===== config.mk =====
export PLATFORM = sky130hd
export DESIGN_NAME = apb_slave_regfile
export DESIGN_NICKNAME = d
export VERILOG_FILES = /design/src/rtl/apb_slave_regfile.sv
export SDC_FILE = /design/constraint.sdc
export NUM_CORES = 1
export LEC_CHECK = 0
export ABC_CLOCK_PERIOD_IN_PS = 2300
export CORE_MARGIN = 3
export CORE_UTILIZATION = 55
export CTS_CLUSTER_DIAMETER = 100
export DETAILED_ROUTE_END_ITERATION = 10
export PLACE_DENSITY = 0.76
export RECOVER_POWER = 100
export SYNTH_ARGS = -nofsm -noshare
export SYNTH_HDL_FRONTEND = slang
export SYNTH_SLANG_ARGS = --single-unit

===== constraint.sdc =====
create_clock -name PCLK -period 2.3 [get_ports PCLK]
set_clock_uncertainty 0.05 [all_clocks]
set_input_delay 0.69 -clock PCLK [delete_from_list [all_inputs] [get_ports PCLK]]
set_output_delay 0.69 -clock PCLK [all_outputs]
set_load 0.02 [all_outputs]

===== src/rtl/apb_slave_regfile.sv =====
// APB3/APB4 completer with a bank of 32-bit registers; register 0 is a read-only ID.
// Every ACCESS phase is stretched by a fixed number of wait states before a registered response.
module apb_slave_regfile #(
    parameter int          DATA_WIDTH  = 32,
    parameter int          ADDR_WIDTH  = 32,
    parameter int          NUM_REGS    = 16,
    parameter int          WAIT_CYCLES = 2,
    parameter logic [31:0] ID_VALUE    = 32'hA9B0_0001
) (
    input  logic                    PCLK,
    input  logic                    PRESETn,
    input  logic                    PSEL,
    input  logic                    PENABLE,
    input  logic [ADDR_WIDTH-1:0]   PADDR,
    input  logic                    PWRITE,
    input  logic [DATA_WIDTH-1:0]   PWDATA,
    input  logic [DATA_WIDTH/8-1:0] PSTRB,
    input  logic [2:0]              PPROT,
    output logic [DATA_WIDTH-1:0]   PRDATA,
    output logic                    PREADY,
    output logic                    PSLVERR
);

    localparam int IDX_W = $clog2(NUM_REGS);
    localparam int NB    = DATA_WIDTH / 8;

    typedef enum logic [1:0] {IDLE, WAIT, RESP} state_t;

    state_t                  r_state, w_nextState;
    logic [3:0]              r_cnt, w_nextCnt;
    logic [ADDR_WIDTH-3:0]   r_addr;
    logic                    r_write;
    logic                    r_priv;
    logic [DATA_WIDTH-1:0]   r_wdata;
    logic [NB-1:0]           r_strb;
    logic [DATA_WIDTH-1:0]   r_regs [NUM_REGS];

    logic                    w_latch, w_loadResp, w_commit;
    logic [ADDR_WIDTH-3:0]   w_addr;
    logic                    w_write, w_priv;
    logic [IDX_W-1:0]        w_idx;
    logic                    w_err;
    logic [DATA_WIDTH-1:0]   w_rdata;
    logic                    w_unused;

    assign w_unused = &{1'b0, PADDR[ADDR_WIDTH-1 -: 2], PPROT[2:1]};

    // In IDLE the live bus is decoded so a zero-wait response can be loaded at the SETUP edge.
    assign w_addr  = (r_state == IDLE) ? PADDR[ADDR_WIDTH-3:0] : r_addr;
    assign w_write = (r_state == IDLE) ? PWRITE : r_write;
    assign w_priv  = (r_state == IDLE) ? PPROT[0] : r_priv;
    assign w_idx   = w_addr[2+IDX_W-1:2];

    assign w_err = (|w_addr[1:0])
                 | (|(w_addr >> (2 + IDX_W)))
                 | (w_write && (w_idx == '0))
                 | (w_idx[IDX_W-1] && !w_priv);

    assign w_rdata = (w_idx == '0) ? ID_VALUE : r_regs[w_idx];

    always_ff @(posedge PCLK or negedge PRESETn) begin
        if (!PRESETn) begin
            r_state <= IDLE;
            r_cnt   <= '0;
        end else begin
            r_state <= w_nextState;
            r_cnt   <= w_nextCnt;
        end
    end

    always_comb begin
        w_nextState = r_state;
        w_nextCnt   = r_cnt;
        w_latch     = 1'b0;
        w_loadResp  = 1'b0;
        w_commit    = 1'b0;
        case (r_state)
            IDLE: begin
                if (PSEL && !PENABLE) begin
                    w_latch = 1'b1;
                    if (WAIT_CYCLES == 0) begin
                        w_nextState = RESP;
                        w_loadResp  = 1'b1;
                    end else begin
                        w_nextState = WAIT;
                        w_nextCnt   = 4'(WAIT_CYCLES);
                    end
                end
            end
            WAIT: begin
                if (!PSEL) begin
                    w_nextState = IDLE;
                    w_nextCnt   = '0;
                end else if (r_cnt == 4'd1) begin
                    w_nextState = RESP;
                    w_nextCnt   = '0;
                    w_loadResp  = 1'b1;
                end else begin
                    w_nextCnt = r_cnt - 4'd1;
                end
            end
            RESP: begin
                w_nextState = IDLE;
                w_commit    = PSEL && PENABLE && r_write && !w_err;
            end
            default: w_nextState = IDLE;
        endcase
    end

    always_ff @(posedge PCLK or negedge PRESETn) begin
        if (!PRESETn) begin
            r_addr  <= '0;
            r_write <= 1'b0;
            r_priv  <= 1'b0;
            r_wdata <= '0;
            r_strb  <= '0;
        end else if (w_latch) begin
            r_addr  <= PADDR[ADDR_WIDTH-3:0];
            r_write <= PWRITE;
            r_priv  <= PPROT[0];
            r_wdata <= PWDATA;
            r_strb  <= PSTRB;
        end
    end

    // Outputs are only non-zero for the single RESP cycle.
    always_ff @(posedge PCLK or negedge PRESETn) begin
        if (!PRESETn) begin
            PRDATA  <= '0;
            PREADY  <= 1'b0;
            PSLVERR <= 1'b0;
        end else begin
            PREADY  <= w_loadResp;
            PSLVERR <= w_loadResp && w_err;
            PRDATA  <= (w_loadResp && !w_write && !w_err) ? w_rdata : '0;
        end
    end

    always_ff @(posedge PCLK or negedge PRESETn) begin
        if (!PRESETn) begin
            for (int i = 0; i < NUM_REGS; i++) r_regs[i] <= '0;
        end else if (w_commit) begin
            for (int k = 0; k < NB; k++)
                if (r_strb[k]) r_regs[w_idx][8*k +: 8] <= r_wdata[8*k +: 8];
        end
    end

endmodule


[Word level (Yosys, flattened, before mapping)]
Cells that the tools add are included.
Word-level totals
  register bits after elaboration: 620
  bits in latches: 0
  bits in writable memories: 0
  ROM bits: 0
  logic and storage cells: 100
  memories kept: 0
Cells by class
  add/subtract/negate cells: 1
  $mul: 0
  div/mod/pow operators: 0
  magnitude comparators: 2
  equality and inequality tests: 5
  shift-type cells: 0
  mux-type cells: 41
  bitwise operators: 4
  reductions and logical operators: 21
Operator list (count)
  2-to-1 mux 512 bit: 7
  bitwise mux 512 bit: 4
  demux 32 bit (select 4 bit): 4
  2-to-1 mux 32 bit: 5
  binary-select mux 32 bit (select 4 bit): 1
  2-to-1 mux 30 bit: 1
  2-to-1 mux 24 bit: 1
  OR reduction 24 bit: 1
  2-to-1 mux 16 bit: 1
  2-to-1 mux 4 bit: 3
  logical AND 1 bit: 10
  2-to-1 mux 1 bit: 8
  2-to-1 mux 8 bit: 1
  one-hot mux 4 bit (2 select lines): 1
  2-to-1 mux 2 bit: 3
  greater-or-equal comparator 5 bit, second input constant: 1
  less-than comparator 5 x 1 -> 1 bit, second input constant: 1
  NOT 4 -> 5 bit: 1
  equality test 4 x 1 -> 1 bit, second input constant: 1
  logical NOT 1 bit: 4
  logical NOT 4 bit: 1
  one-hot mux 2 bit (2 select lines): 1
  AND reduction 2 bit: 2
  subtractor 4 x 1 -> 4 bit, second input constant: 1
  other kinds (8): 10

[Longest topological paths before layout]
  depth in word-level cells: 18
  depth in mapped cells: 10
  mapped depth without buffers: 7

[Least setup slack after synthesis]
No wires, ideal clock.
  kind: input to register
  from: in PADDR[5]
  to: reg r_regs[102] in the netlist's numbering
  library setup time: 0.125 ns
  arrival: 2.508 ns
  data required time: 2.125 ns
  slack: -0.383 ns
  stages: 7
  cells stage by stage: or4_1 -> o31a_1 -> o32a_1 -> buf_6 -> buf_12 -> nand4_4 -> mux2_2
On the way
  cells in the longest elaborated chain, start to end: 17
RTL lines
  from (decl): line 14  | input logic [ADDR_WIDTH-1:0] PADDR,
  2-to-1 mux 30 bit *: line 49  | assign w_addr = (r_state == IDLE) ? PADDR[ADDR_WIDTH-3:0] : r_addr;
  NOT 4 -> 5 bit (implied by the code): line 144  | if (r_strb[k]) r_regs[w_idx][8*k +: 8] <= r_wdata[8*k +: 8];
  greater-or-equal comparator 5 bit (implied by the code) or less-than comparator 5 x 1 -> 1 bit (tied branches): line 144
  logical AND 1 bit (implied by the code): line 144
  2-to-1 mux 8 bit (implied by the code): line 144
  demux 32 bit (select 4 bit): line 144
  bitwise mux 512 bit: line 144
  2-to-1 mux 512 bit: line 144
  2-to-1 mux 512 bit: line 142  | end else if (w_commit) begin
  bitwise mux 512 bit: line 144
  2-to-1 mux 512 bit: line 144
  2-to-1 mux 512 bit: line 142
  bitwise mux 512 bit: line 144
  2-to-1 mux 512 bit: line 144
  2-to-1 mux 512 bit: line 142
  bitwise mux 512 bit: line 144
  2-to-1 mux 512 bit: line 144
  to (signal, indexed assignment): line 144
  to (decl): line 36  | logic [DATA_WIDTH-1:0] r_regs [NUM_REGS];
Every way passes the cells marked *; elsewhere a longest branch is shown, timed or not. The select of a mux whose other input is x is not followed.
A chain may end at the register's enable or synchronous reset.

[Worst setup path after layout]
  from: reg r_addr[1]
  to: reg r_regs[359] in the netlist's numbering
On the way
  cells in the longest elaborated chain, start to end: 8
RTL lines
  from (decl): line 31  | logic [ADDR_WIDTH-3:0] r_addr;
  from (signal assigned): line 118  | r_addr <= PADDR[ADDR_WIDTH-3:0];
  2-to-1 mux 30 bit: line 49
  OR reduction 2 bit: line 54  | assign w_err = (|w_addr[1:0])
  bitwise OR 1 bit: line 55  | | (|(w_addr >> (2 + IDX_W)))
  bitwise OR 1 bit: line 56  | | (w_write && (w_idx == '0))
  bitwise OR 1 bit: line 57  | | (w_idx[IDX_W-1] && !w_priv);
  logical NOT 1 bit: line 104  | w_commit = PSEL && PENABLE && r_write && !w_err;
  logical AND 1 bit: line 104
  2-to-1 mux 1 bit: line 77  | case (r_state)
Every way passes these cells.

==> flow_metrics.env <==
export IMPL_max_slew_margin_pct=4.844
export IMPL_drv_cap=0
export IMPL_grt_pass1_wl_mm=111.9
export IMPL_via_per_inst=6.281
export IMPL_dieWidth_um=232.0
export IMPL_combinationalPowerShare_pct=20.1
export IMPL_internal_power_mw=18.99
export IMPL_place_area_um2=31490
export IMPL_maxSlewViolCount=0
export IMPL_layout_common_cells="611 x dfrtp_1, 284 x mux2_4, 277 x nand2_1"
export IMPL_hpwl_mm=47.00
export IMPL_grtUsageTotal_pct=26.53
export IMPL_rsz0062_at_grt="yes"
export IMPL_tightestPinTransition_ns=1.427
export IMPL_ant_nets=0
export IMPL_r2r_setup_slack_ns=-0.49
export IMPL_hold_violations=0
export IMPL_n_antenna_cell=0
export IMPL_clockBufferDepth=3
export IMPL_stdcell_count=3140
export IMPL_grt_max_degree=79
export IMPL_drc_errors=0
export IMPL_nNetsFinal=2498
export IMPL_status="finished, violations left"
export IMPL_crit_path_start_kind="register"
export IMPL_r2r_start="r_addr[1]"
export IMPL_die_y_um=232.0
export IMPL_holdCritStartpoint="PADDR[1]"
export IMPL_root_buffer="clkbuf_16"
export IMPL_syn_num_nets=2240
export IMPL_p_seq_share_pct=44.3
export IMPL_vias=19720
export IMPL_leakage_nw=17.52
export IMPL_endpoint_kind="register"
export IMPL_synth_edf_count=0
export IMPL_clkPwrFrac_pct=35.6
export IMPL_fin_ws_ns=-0.4919
export IMPL_clkTransAtPathRegs_ns=0.06
export IMPL_clock_latency_ns=0.63
export IMPL_swShare_pct=30.73
export IMPL_clock_sinks=612
export IMPL_first_pass_iters=6
export IMPL_design_area_um2=35450
export IMPL_h_tree_depth=2
export IMPL_ir_drop_mv=0.6343
export IMPL_fin_crit_sh_pct=121.4
export IMPL_num_fill_cells=3219
export IMPL_regArea_um2=15320
export IMPL_dieArea_um2=53810
export IMPL_async_flop_share_pct=100.0
export IMPL_hold_class="in2reg"
export IMPL_first_global_vias=19960
export IMPL_antenna_found_initial=1
export IMPL_netlist_instances=2162
export IMPL_setup_viol=669
export IMPL_ios=110
export IMPL_wl_per_cell_um=25.05
export IMPL_multi_input_area_um2=13340
export IMPL_final_layout_size_suffix_gt1_share_pct=40.48
export IMPL_syn_avg_cell_area_um2=12.99
export IMPL_port_buffers=105
export IMPL_p_total_mw=27.41
export IMPL_p_per_area_nw_per_um2=773.3
export IMPL_overflow=0
export IMPL_drt_initial_drc_count=1756
export IMPL_fin_crit_ns=2.792
export IMPL_synth_warnings=0
export IMPL_area_delta_synth_final_pct=26.24
export IMPL_critPathRequiredTime_ns=2.75
export IMPL_startpoint="r_addr[1]"
export IMPL_place_ws_ns=-1.217
export IMPL_drt_total_wl_mm=78.65
export IMPL_synth_flop_cell="dfrtp_1"
export IMPL_crit_type="reg2reg"
export IMPL_dp_cells=2978
export IMPL_synth_area_um2=28080
export IMPL_worstPathMaxFanout=8
export IMPL_start_util_pct=55.86
export IMPL_numCtsBuffers=61
export IMPL_violations="setup timing"
export IMPL_core_region_area_um2=50270
export IMPL_cts_tree="yes"
export IMPL_power_switching_mw=8.423
export IMPL_final_common_cell="dfrtp_1"
export IMPL_yosysSeqAreaShare_pct=54.53
export IMPL_worstPathArrival_ns=3.25
export IMPL_synth_cell_types=56
export IMPL_fmax_mhz=358.2
export IMPL_fp_row_count=82
export IMPL_ys_ff_latch=612
export IMPL_gp_congestion=0.8382
logic make-up after synthesis:
| logic type | share of synthesized area [%] |
|---|---|
| compound gates | 4.896 |
| fa+ha+maj | 0.08909 |
| buf+inv | 2.963 |
| flops | 54.53 |
| mux | 25.16 |
| simple gates | 12.35 |
area by class of cell:
| type | instances | area share, % |
|---|---|---|
| Sequential cell | 612 | 43.20 |
| Clock buffer | 89 | 4.969 |
| Inverter | 6 | 0.06353 |
| Timing Repair Buffer | 364 | 11.22 |
| Multi-Input combinational cell | 1375 | 37.63 |
| Clock inverter | 22 | 0.5435 |
| Tap cell | 672 | 2.372 |
timing repair:
item,4_1_cts,5_1_grt
hold buffers,1,0
pin swaps,10,34
endpoints found under the hold margin,32,0
setup endpoints to repair,543,544
setup buffers,6,32
gates resized for setup,50,311
cloned,0,13
power groups by stage:
| stage | combinational, mW | sequential, mW | clock [mW] |
|---|---|---|---|
| finish | 5.50 | 12.1 | 9.77 |
| global route | 5.73 | 12.2 | 10.3 |
| CTS | 4.90 | 12.0 | 9.88 |
| detailed placement | 4.82 | 12.2 | 0 |
| global placement | 4.72 | 12.2 | 0 |
| floorplan | 2.86 | 11.6 | 0 |
stage by stage:
stage / setup TNS, ns / hold WS, ns / util (%)
2_1_floorplan: -169.43 / 0.3444 / -
3_3_place_gp: -573.47 / 0.3140 / 62.64
3_5_place_dp: -575.65 / 0.3146 / 62.64
4_1_cts: -187.46 / 0.3278 / 67.06
5_1_grt: -295.07 / 0.2914 / 70.52
6_report: -213.05 / 0.2970 / 70.52
worst max-delay path, stage by stage, from the launching register on:
cell	delay (ns)
dfrtp_1	0.39
nor4_2	0.31
nand4_1	0.22
nor4_2	0.29
buf_4	0.16
o32a_4	0.21
buf_12	0.17
buf_4	0.21
nand4_4	0.25
mux2_1	0.40
synth_stat cells, types with 4 or more instances:
cell type	n	area, um^2
clkbuf_1	115	431.7
buf_2	39	195.2
buf_4	6	45.04
o22ai_1	13	81.33
o21ai_0	18	90.09
buf_12	5	100.1
mux2i_1	78	780.8
nand2_1	279	1047
a31oi_1	38	237.7
mux2_1	301	3390
a221oi_1	26	227.7
dfrtp_1	612	15310
o221ai_1	6	52.55
nand2b_1	4	25.02
nor4_1	25	156.4
a211oi_1	36	270.3
nor2_1	26	97.59
nand4_1	28	175.2
nor3_1	6	30.03
a32oi_1	24	210.2
a21oi_1	5	25.02
nand3_1	98	490.5
inv_1	6	22.52
o41a_1	6	67.56
nor2_2	13	81.33
mux2_2	248	2793
nand4_4	57	1212
final timing paths:
check,cells past startpoint,to
setup reg to reg,9,r_regs[359]
max in group asynchronous,4,r_addr[8]
hold reg to reg,0,r_regs[497]
setup / recovery,9,r_regs[359]
min in group asynchronous,2,r_wdata[4]
hold / removal,2,r_addr[1]
routing by layer:
layer	up-vias	track usage, %	wire length, um
met5	-	0	0
met4	0	10.73	3483
met3	233	4.649	5905
met2	863	42.77	36740
met1	10250	35.90	32520
li1	8376	-	-
sequential cells by signal (all words and copies together), names as in the netlist, 2 cells and up:
register and count:
PRDATA 32, r_regs 504, r_wdata 32, r_state 2, r_strb 4, r_addr 30
r_cnt 4
Power figures use the tool's default switching activity.
